[src/rtl/audio_pkg.sv]
// Shared audio-path constants and the serializer state encoding.
// Used by both the PDM capture and PDM playback blocks.
package audio_pkg;

  localparam int PDM_WORD_WIDTH = 16;
  localparam int DEF_CLK_DIV    = 100;

  typedef enum logic [1:0] {
    IDLE,
    RUN,
    STARVED
  } ser_state_t;

endpackage

[src/rtl/tick_gen.sv]
// Bit-rate divider: one-cycle tick every CLK_DIV clocks while enabled.
// Held at zero when disabled so the first tick is a full period away.
module tick_gen
  import audio_pkg::*;
#(
  parameter int CLK_DIV = DEF_CLK_DIV
) (
  input  logic clock,
  input  logic reset,
  input  logic enable,
  output logic tick
);

  localparam int CW = $clog2(CLK_DIV);
  localparam logic [CW-1:0] LAST = CW'(CLK_DIV - 1);

  logic [CW-1:0] count_q;

  always_ff @(posedge clock or posedge reset) begin
    if (reset) begin
      count_q <= '0;
    end else if (!enable) begin
      count_q <= '0;
    end else if (count_q == LAST) begin
      count_q <= '0;
    end else begin
      count_q <= count_q + CW'(1);
    end
  end

  assign tick = enable && (count_q == LAST);

endmodule

[src/rtl/pdm_serializer.sv]
// PDM playback serializer: words in via valid/ready, MSB-first bits out.
// A one-word holding register lets the reader prefetch during shifting.
module pdm_serializer
  import audio_pkg::*;
#(
  parameter int CLK_DIV    = DEF_CLK_DIV,
  parameter int WORD_WIDTH = PDM_WORD_WIDTH
) (
  input  logic                  clock,
  input  logic                  reset,
  input  logic                  enable,
  input  logic [WORD_WIDTH-1:0] data_in,
  input  logic                  data_valid,
  output logic                  data_ready,
  output logic                  pdm_o,
  output logic                  amp_en_o,
  output logic                  done,
  output logic                  underrun
);

  localparam int CNT_W = $clog2(WORD_WIDTH);
  localparam logic [CNT_W-1:0] LAST_BIT =
    CNT_W'(WORD_WIDTH - 1);

  ser_state_t state_q;
  ser_state_t state_d;

  logic [WORD_WIDTH-1:0] shift_q;
  logic [WORD_WIDTH-1:0] shift_d;
  logic [WORD_WIDTH-1:0] hold_q;
  logic [CNT_W-1:0]      cnt_q;
  logic [CNT_W-1:0]      cnt_d;

  logic pdm_q;
  logic pdm_d;
  logic full_q;
  logic done_q;
  logic underrun_q;
  logic amp_q;
  logic tick;
  logic load;
  logic starve;
  logic xfer;

  tick_gen #(
    .CLK_DIV (CLK_DIV)
  ) u_tick (
    .clock  (clock),
    .reset  (reset),
    .enable (enable),
    .tick   (tick)
  );

  assign xfer = data_valid & ~full_q;

  // Load decisions look only at the registered full flag, so a word
  // accepted in a load-tick cycle waits for the next word boundary.
  always_comb begin
    state_d = state_q;
    shift_d = shift_q;
    cnt_d   = cnt_q;
    pdm_d   = pdm_q;
    load    = 1'b0;
    starve  = 1'b0;

    if (!enable) begin
      state_d = IDLE;
      shift_d = '0;
      cnt_d   = '0;
      pdm_d   = 1'b0;
    end else if (tick) begin
      unique case (state_q)
        IDLE: begin
          pdm_d = 1'b0;
          load  = full_q;
        end
        RUN: begin
          if (cnt_q != '0) begin
            pdm_d   = shift_q[WORD_WIDTH-1];
            shift_d = {shift_q[WORD_WIDTH-2:0], 1'b0};
            cnt_d   = cnt_q - CNT_W'(1);
          end else if (full_q) begin
            load = 1'b1;
          end else begin
            starve  = 1'b1;
            state_d = STARVED;
            pdm_d   = ~pdm_q;
          end
        end
        STARVED: begin
          if (full_q) begin
            load = 1'b1;
          end else begin
            pdm_d = ~pdm_q;
          end
        end
        default: begin
          state_d = IDLE;
          pdm_d   = 1'b0;
        end
      endcase
    end

    // The load tick already emits the new word's MSB.
    if (load) begin
      state_d = RUN;
      pdm_d   = hold_q[WORD_WIDTH-1];
      shift_d = {hold_q[WORD_WIDTH-2:0], 1'b0};
      cnt_d   = LAST_BIT;
    end
  end

  always_ff @(posedge clock or posedge reset) begin
    if (reset) begin
      state_q <= IDLE;
      shift_q <= '0;
      cnt_q   <= '0;
      pdm_q   <= 1'b0;
    end else begin
      state_q <= state_d;
      shift_q <= shift_d;
      cnt_q   <= cnt_d;
      pdm_q   <= pdm_d;
    end
  end

  always_ff @(posedge clock or posedge reset) begin
    if (reset) begin
      hold_q <= '0;
      full_q <= 1'b0;
    end else if (load) begin
      full_q <= 1'b0;
    end else if (xfer) begin
      hold_q <= data_in;
      full_q <= 1'b1;
    end
  end

  always_ff @(posedge clock or posedge reset) begin
    if (reset) begin
      done_q     <= 1'b0;
      underrun_q <= 1'b0;
      amp_q      <= 1'b0;
    end else begin
      done_q     <= load;
      underrun_q <= starve;
      amp_q      <= enable;
    end
  end

  assign data_ready = ~full_q;
  assign pdm_o      = pdm_q;
  assign amp_en_o   = amp_q;
  assign done       = done_q;
  assign underrun   = underrun_q;

endmodule

[config.mk]
export PLATFORM = sky130hd
export DESIGN_NAME = pdm_serializer
export DESIGN_NICKNAME = d
export VERILOG_FILES = /design/src/rtl/audio_pkg.sv /design/src/rtl/tick_gen.sv /design/src/rtl/pdm_serializer.sv
export SDC_FILE = /design/constraint.sdc
export NUM_CORES = 1
export LEC_CHECK = 0
export CORE_ASPECT_RATIO = 0.7
export CORE_UTILIZATION = 59
export DETAILED_ROUTE_END_ITERATION = 6
export PLACE_DENSITY = 0.83
export SLEW_MARGIN = 0
export SYNTH_ARGS = -nofsm -noshare
export SYNTH_HDL_FRONTEND = slang
export SYNTH_SLANG_ARGS = --single-unit
[constraint.sdc]
create_clock -name clock -period 3.1 [get_ports clock]
set_input_delay 0.465 -clock clock [delete_from_list [all_inputs] [get_ports clock]]
set_output_delay 0.465 -clock clock [all_outputs]
set_load 0.005 [all_outputs]
==> flow_summary.json, run 1 <==
{
  "cts_made_buffers": 5,
  "io_pins": 25,
  "fin_setup_tns_ns": 0,
  "ant_nets": 0,
  "drcViolationCount": 0,
  "clock-root-buffer": "clkbuf_8",
  "r2r_start": "u_tick.count_q[2]",
  "hp-class": "flip-flop to flip-flop",
  "num_antenna_cells": 0,
  "via_per_inst": 6.023,
  "finalSetupViolCount": 0,
  "path_max_fanout": 14,
  "synth-xor-area-share_pct": 2.294,
  "placed_cells": 253,
  "drv_slew": 0,
  "p_leak_nw": 1.207,
  "rsz0062_at_grt": "no",
  "holdPathStages": 1,
  "cts_setup_buffers": 0,
  "path_clk_slew_ns": 0.09,
  "cts_tree": "built",
  "async_reset_ff_share_pct": 100.0,
  "numPortBuffers": 24,
  "r2r-end": "shift_q[7]",
  "cap_violations": 0,
  "ys.flop_type": "dfrtp_1",
  "synth-edff-count": 0,
  "wl_um": 4515,
  "final_common_cell": "dfrtp_1",
  "grt_use_total_pct": 24.50,
  "drt_iter0_drc": 239,
  "synth_top_area_share_pct": 53.52,
  "synth_top_family_by_area": "multiplexers",
  "final_cell_count_no_fill": 261,
  "layout_common_cells": "49 x dfrtp_1, 24 x clkdlybuf4s50_1, 16 x mux2_2",
  "die_x_um": 76.48,
  "worstSetupPathType": "flip-flop to flip-flop",
  "period_share_pct": 73.14,
  "slew_headroom_pct": 34.74,
  "design_area_sq_mm": 0.002650,
  "ctsLongestPathBuffers": 2,
  "syn_inst": 184,
  "nets": 236,
  "seq_area_frac_synth_pct": 53.52,
  "post-route-min-period_ns": 2.267,
  "clock-skew-final_ns": 0.006145,
  "synth_compound_area_share_pct": 12.78,
  "die_h_um": 54.14,
  "die-area_sq_mm": 0.004140,
  "max_freq_mhz": 441.0,
  "overflow": 0,
  "start_util_pct": 63.18,
  "rrSetupSlack_ns": 0.83,
  "place_area_sq_mm": 0.002554,
  "muxShareOfSynthArea_pct": 13.98,
  "postCtsHoldBufs": 0,
  "outcome": "complete, no violations",
  "synthTopCellsByArea": "dfrtp_1 54%, mux2_2 7.9%, mux2i_1 6.1%, o2bb2ai_1 5.4%, ha_1 3.3%",
  "holdCritStartpoint": "u_tick.count_q[0]",
  "grt_pass1_vias": 1558,
  "final_util_pct": 73.08,
  "gp_congestion": 0.9022,
  "cp.arrival_ns": 2.47,
  "power_density_mw_per_mm2": 438.4,
  "yosysUniqueCellTypes": 39,
  "vdd_ir_drop_max_v": 0.0003241,
  "drive_gt1_share_pct": 16.59,
  "row_count": 18,
  "ys_warn_count": 0,
  "ys_seq_elements": 49,
  "synth_fp_nets": 210,
  "required_ns": 3.30,
  "hold_violations": 0,
  "worst_pin_slew_ns": 0.9774,
  "first_pass_iters": 4,
  "syn_avg_cell_area_sq_um": 12.45,
  "synthAdderAreaFrac_pct": 3.277,
  "h-tree-depth": 2,
  "cts_sinks": 49,
  "syn_to_final_growth_pct": 15.67,
  "worst_skew_pair.late_latency_ns": 0.30,
  "grt_max_degree": 50,
  "yosys.area.top_type": "dfrtp_1",
  "synthSimpleGateAreaFrac_pct": 10.43,
  "ctsResizeCount": 0,
  "grt_pass1_wl_um": 7507,
  "vias": 1572,
  "min_to": "u_tick.count_q[0]",
  "worst_setup_path_end_kind": "flip-flop",
  "dpl.hpwl_um": 3141,
  "wl_per_cell_um": 17.30,
  "r2r_cells": 4,
  "antenna_found_initial": 0,
  "coreArea_sq_mm": 0.003626,
  "syn-cell-area_sq_mm": 0.002291,
  "worst_setup_path_start_kind": "flip-flop"
}
[stage by stage]
step / hold slack, ns / power (W) / setup WS, ns
after floorplan: 0.4329 / 0.0007424 / 1.240
after global placement: 0.4537 / 0.0007778 / 1.041
after detailed placement: 0.4596 / 0.0007854 / 0.8733
after CTS: 0.4714 / 0.001172 / 0.8479
after global routing: 0.5090 / 0.001209 / 0.6820
final: 0.4673 / 0.001162 / 0.8326
[cells in the mapped netlist, types with 2 or more instances]
library cell,instances
xnor2_1,4
mux2i_1,14
a21oi_1,3
o21ai_0,3
nand4_1,2
mux2_2,16
a311oi_1,2
o211ai_1,3
buf_6,3
inv_1,8
nor2_1,12
a31oi_1,4
and3_1,3
dfrtp_1,49
and4bb_2,2
buf_2,2
nand3_1,5
nand2_1,6
nor2b_1,2
xor2_1,2
nor3_1,2
ha_1,6
o221a_2,2
o2bb2ai_1,14
[flip-flops by register name, indices dropped and copies added (netlist names), 2 cells and up]
register / cells
hold_q: 16
shift_q: 15
u_tick.count_q: 7
cnt_q: 4
state_q: 2
[cell families (layout without fill, tap and decap cells)]
family / Yosys count / in the layout
XOR/XNOR: 6 / 6
AO/OA/AOI/OAI: 36 / 36
flip-flops: 49 / 49
adder cells (fa/ha/maj): 6 / 6
AND/OR/NAND/NOR: 42 / 42
multiplexers: 30 / 30
buffers and inverters: 15 / 42
[worst max-delay path by stage]
| stage | startpoint | end | slack (ns) | depth (start not counted) |
|---|---|---|---|---|
| 2_1_floorplan | cnt_q[0] | shift_q[10] | 1.24 | 7 |
| 3_3_place_gp | cnt_q[0] | shift_q[3] | 1.04 | 6 |
| 3_5_place_dp | cnt_q[0] | shift_q[4] | 0.87 | 6 |
| 4_1_cts | cnt_q[1] | shift_q[7] | 0.85 | 6 |
| 5_1_grt | u_tick.count_q[2] | shift_q[7] | 0.68 | 4 |
| 6_report | u_tick.count_q[2] | shift_q[7] | 0.83 | 4 |
[metal layers]
metal / up-vias / part of all wire [%] / global-route usage, % / routed length (um)
li1: 721 / - / - / -
met1: 794 / 44 / 31.77 / 1974
met2: 53 / 50 / 41.14 / 2268
met3: 4 / 5.2 / 6.441 / 235
met4: 0 / 0.80 / 8.013 / 36
met5: - / 0 / 0 / 0
[layout make-up]
type / instances / area (sq um)
fill: 230 / 975.9
inverter: 8 / 30.03
tap: 50 / 62.56
clock buffer: 6 / 82.58
clock inverter: 2 / 13.76
timing repair buffer: 26 / 255.2
sequential: 49 / 1226
multi-input combinational: 120 / 979.7
[worst max-delay path, stage by stage, from the launching register on]
cell       delay, ns
dfrtp_1         0.42
and4bb_2        0.33
and3b_1         0.43
nand4_1         0.58
o2bb2ai_1       0.40
[report_power, final]
group	internal [W]	switching, W	leakage (nW)
logic	0.0000485	0.0000338	0.509
clock network	0.000181	0.000209	0.0512
registers	0.000670	0.0000187	0.646
Note: power is estimated with default switching activity, not from simulation.
==> inputs of run 2 (changes only) <==
- CORE_UTILIZATION: 59 -> 55
- PLACE_DENSITY: 0.83 -> 0.78
- clock period: 3.1 -> 2.2 ns (I/O delays scaled with it)
==> flow_summary.json, run 2 (synthesized netlist as in run 1, its figures left out) <==
{
  "start_util_pct": 58.05,
  "drcViolationCount": 0,
  "ctsLongestPathBuffers": 2,
  "cts_tree": "built",
  "required_ns": 2.38,
  "p_leak_nw": 1.259,
  "wl_um": 4544,
  "r2r_cells": 6,
  "power_density_mw_per_mm2": 630.4,
  "largest_register": "hold_q",
  "die_x_um": 79.14,
  "drive_gt1_share_pct": 18.81,
  "outcome": "complete, no violations",
  "worst_setup_path_end_kind": "flip-flop",
  "io_pins": 25,
  "slew_headroom_pct": 56.30,
  "coreArea_sq_mm": 0.003946,
  "grt_pass1_vias": 1544,
  "design_area_sq_mm": 0.002750,
  "grt_use_total_pct": 22.79,
  "row_count": 19,
  "syn_to_final_growth_pct": 20.04,
  "reg.largest.list": "hold_q (16), shift_q (15), u_tick.count_q (7)",
  "gp_congestion": 0.9601,
  "vias": 1586,
  "max_freq_mhz": 473.7,
  "cap_violations": 0,
  "place_area_sq_mm": 0.002614,
  "wl_per_cell_um": 16.83,
  "via_per_inst": 5.874,
  "h-tree-depth": 2,
  "num_antenna_cells": 0,
  "antenna_found_initial": 0,
  "die-area_sq_mm": 0.004431,
  "nFillCells": 280,
  "worst_skew_pair.late_latency_ns": 0.29,
  "overflow": 0,
  "post-route-min-period_ns": 2.111,
  "clock-root-buffer": "clkbuf_8",
  "r2r-end": "cnt_q[2]",
  "rrSetupSlack_ns": 0.09,
  "cts_sinks": 49,
  "path_max_fanout": 6,
  "numPortBuffers": 24,
  "grt_max_degree": 30,
  "largest_reg_flops": 16,
  "worst_pin_slew_ns": 0.6464,
  "ant_nets": 0,
  "layout_common_cells": "49 x dfrtp_1, 24 x clkdlybuf4s50_1, 16 x mux2_2",
  "die_h_um": 56.00,
  "period_share_pct": 95.96,
  "grt_pass1_wl_um": 7617,
  "nets": 243,
  "dpl.hpwl_um": 3249,
  "hold_violations": 0,
  "path_clk_slew_ns": 0.08,
  "clock-skew-final_ns": 0.006173,
  "final_common_cell": "dfrtp_1",
  "fin_setup_tns_ns": 0,
  "vdd_ir_drop_max_v": 0.0003862,
  "drt_iter0_drc": 116,
  "finalSetupViolCount": 0,
  "hp-class": "primary input to async pin",
  "rsz0062_at_grt": "no",
  "worst_setup_path_start_kind": "flip-flop",
  "cts_made_buffers": 5,
  "drv_slew": 0,
  "worstSetupPathType": "flip-flop to flip-flop",
  "first_pass_iters": 4,
  "cp.arrival_ns": 2.29,
  "r2r_start": "state_q[0]"
}
==> run 2: worst max path at each step <==
stage	start	endpoint	slack, ns
after detailed placement	cnt_q[0]	shift_q[9]	0.10
after global routing	state_q[0]	cnt_q[2]	0.01
final	state_q[0]	cnt_q[2]	0.09
after floorplan	cnt_q[0]	shift_q[10]	0.34
after global placement	cnt_q[0]	shift_q[1]	0.21
after CTS	cnt_q[0]	shift_q[1]	0.07
==> run 2: final cells by class <==
type                            instances  area, sq um  area share [%]
Inverter                                8        30.03           1.092
Multi-Input combinational cell        120        979.7           35.62
Tap cell                               52        65.06           2.366
Timing Repair Buffer                   33        332.8           12.10
Clock buffer                            7        86.33           3.139
Clock inverter                          1        30.03           1.092
Sequential cell                        49         1226           44.59
==> run 2: through the flow <==
stage	setup slack, ns	cells	total power (W)	util (%)	hold slack [ns]
2_1_floorplan	0.3404	184	0.001046	-	0.3614
3_3_place_gp	0.2075	261	0.001101	66.23	0.4488
3_5_place_dp	0.1017	261	0.001111	66.23	0.4704
4_1_cts	0.07432	269	0.001752	69.18	0.4215
5_1_grt	0.01079	270	0.001803	69.69	0.4582
6_report	0.08887	270	0.001734	69.69	0.4127
==> run 2: metal layers <==
metal | part of all wire [%] | GRT usage, % | up-vias | wire length, um
li1 | - | - | 735 | -
met1 | 46 | 33.26 | 781 | 2097
met2 | 47 | 33.99 | 62 | 2124
met3 | 5.3 | 5.082 | 8 | 239
met4 | 1.8 | 7.273 | 0 | 82
met5 | 0 | 0 | - | 0
==> run 2: critical path: stages, from the launching register on <==
cell and delay, ns:
dfrtp_1 0.44, inv_1 0.09, ha_1 0.22, or2_2 0.33
o21ai_0 0.42, nand2_1 0.17, o221a_2 0.32
==> run 2: what timing repair did <==
item,4_1_cts,5_1_grt
hold endpoints to repair,0,0
endpoints found under the setup margin,0,9
hold buffers,0,0
resized for setup,0,0
buffers inserted,0,1
==> run 2: report_power, final <==
| part | switching, W | internal, W | leakage, nW |
|---|---|---|---|
| Combinational | 0.0000496 | 0.0000752 | 0.555 |
| Sequential | 0.0000261 | 0.000944 | 0.646 |
| Clock | 0.000268 | 0.000370 | 0.0585 |
==> inputs of run 3 (changes only) <==
- PLACE_DENSITY: 0.78 -> 0.88
==> flow_summary.json, run 3 (synthesized netlist as in run 1, its figures left out) <==
{
  "die_h_um": 56.00,
  "nFillCells": 293,
  "ctsLongestPathBuffers": 2,
  "via_per_inst": 5.755,
  "cap_violations": 0,
  "wl_um": 4259,
  "die_x_um": 79.14,
  "grt_use_total_pct": 20.97,
  "max_freq_mhz": 489.4,
  "vdd_ir_drop_max_v": 0.0004198,
  "start_util_pct": 58.05,
  "vias": 1548,
  "final_common_cell": "dfrtp_1",
  "hold_violations": 0,
  "antenna_found_initial": 0,
  "row_count": 19,
  "reg.largest.list": "hold_q (16), shift_q (15), u_tick.count_q (7)",
  "drive_gt1_share_pct": 18.43,
  "power_density_mw_per_mm2": 593.0,
  "numPortBuffers": 24,
  "io_pins": 25,
  "grt_pass1_wl_um": 7120,
  "wl_per_cell_um": 15.83,
  "place_area_sq_mm": 0.002626,
  "path_max_fanout": 15,
  "cts_made_buffers": 5,
  "die-area_sq_mm": 0.004431,
  "clock-skew-final_ns": 0.008215,
  "drcViolationCount": 0,
  "worst_pin_slew_ns": 0.5619,
  "syn_to_final_growth_pct": 18.46,
  "drv_slew": 0,
  "hp-class": "primary input to async pin",
  "cts_tree": "built",
  "cts_sinks": 49,
  "worst_skew_pair.late_latency_ns": 0.30,
  "final_util_pct": 68.77,
  "cts_setup_buffers": 0,
  "coreArea_sq_mm": 0.003946,
  "rsz0062_at_grt": "no",
  "slew_headroom_pct": 62.01,
  "h-tree-depth": 2,
  "dpl.hpwl_um": 2985,
  "design_area_sq_mm": 0.002714,
  "ant_nets": 0,
  "cp.arrival_ns": 2.26,
  "grt_max_degree": 31,
  "setup_ws_ns": 0.1568,
  "num_antenna_cells": 0,
  "nets": 242,
  "period_share_pct": 92.87,
  "gp_congestion": 0.8921,
  "place_ws_ns": 0.1794,
  "required_ns": 2.41,
  "multi_input_area_sq_um": 979.7,
  "post-route-min-period_ns": 2.043,
  "largest_reg_flops": 16,
  "overflow": 0,
  "p_leak_nw": 1.231,
  "worst_setup_path_end_kind": "flip-flop",
  "path_clk_slew_ns": 0.09,
  "clock-root-buffer": "clkbuf_8",
  "largest_register": "hold_q",
  "holdWs_ns": 0.3423,
  "finalSetupViolCount": 0,
  "worstSetupPathType": "flip-flop to flip-flop",
  "layout_common_cells": "49 x dfrtp_1, 24 x clkdlybuf4s50_1, 16 x mux2_2",
  "first_pass_iters": 4,
  "r2r_cells": 7,
  "drt_iter0_drc": 113,
  "grt_pass1_vias": 1507,
  "worst_setup_path_start_kind": "flip-flop",
  "outcome": "complete, no violations",
  "seq_area_sq_mm": 0.001226,
  "fin_setup_tns_ns": 0
}
run 3: cell types whose count changed in the layout (fill, tap and decap cells not counted):
cell	delta
bufinv_16	-1
buf_4	-1
o21ai_1	+1
clkbuf_8	-1
o21ai_0	-1
clkinvlp_4	+2
run 3: area by class of cell:
class	instances	share of cell area (%)
Clock buffer	6	2.674
Inverter	8	1.107
Clock inverter	2	0.5533
Timing Repair Buffer	32	11.99
Multi-Input combinational cell	120	36.10
Tap cell	52	2.397
Sequential cell	49	45.18
run 3: repair_timing:
item | 4_1_cts | 5_1_grt
resized for setup | 0 | 1
hold buffers | 0 | 0
endpoints found under the setup margin | 0 | 2
run 3: per-layer routing:
layer / vias up / routed length, um / track usage [%]
li1: 738 / - / -
met1: 762 / 2126 / 31.69
met2: 42 / 1870 / 30.67
met3: 6 / 229 / 4.590
met4: 0 / 32 / 5.455
met5: - / 0 / 0
run 3: path summary, 6_finish.rpt:
kind                              startpoint                end  slack [ns]
max                                 cnt_q[0]         shift_q[9]        0.16
min                                    reset          hold_q[1]        0.34
max reg2reg                         cnt_q[0]         shift_q[9]        0.16
min reg2reg                u_tick.count_q[0]  u_tick.count_q[0]        0.47
max in group asynchronous              reset              pdm_o        1.35
min in group clock         u_tick.count_q[0]  u_tick.count_q[0]        0.47
run 3: worst max-delay path, cell delays in order (launching register included):
cell	delay, ns
dfrtp_1	0.44
inv_1	0.08
ha_1	0.22
or3b_4	0.43
or2_4	0.30
a31oi_4	0.19
buf_12	0.17
o2bb2ai_1	0.13
run 3: metrics by stage:
step	cells	power (W)
6_report	269	0.001609
5_1_grt	269	0.001678
3_5_place_dp	261	0.001115
2_1_floorplan	184	0.001046
4_1_cts	269	0.001623
3_3_place_gp	261	0.001110
run 3: report_power, final:
| part | switching (W) | leakage, nW | internal [W] | total [W] |
|---|---|---|---|---|
| Sequential | 0.0000251 | 0.646 | 0.000944 | 0.000969 |
| Combinational | 0.0000485 | 0.547 | 0.0000765 | 0.000125 |
| Clock | 0.000291 | 0.0374 | 0.000224 | 0.000515 |
| Total | 0.000364 | 1.23 | 0.00124 | 0.00161 |
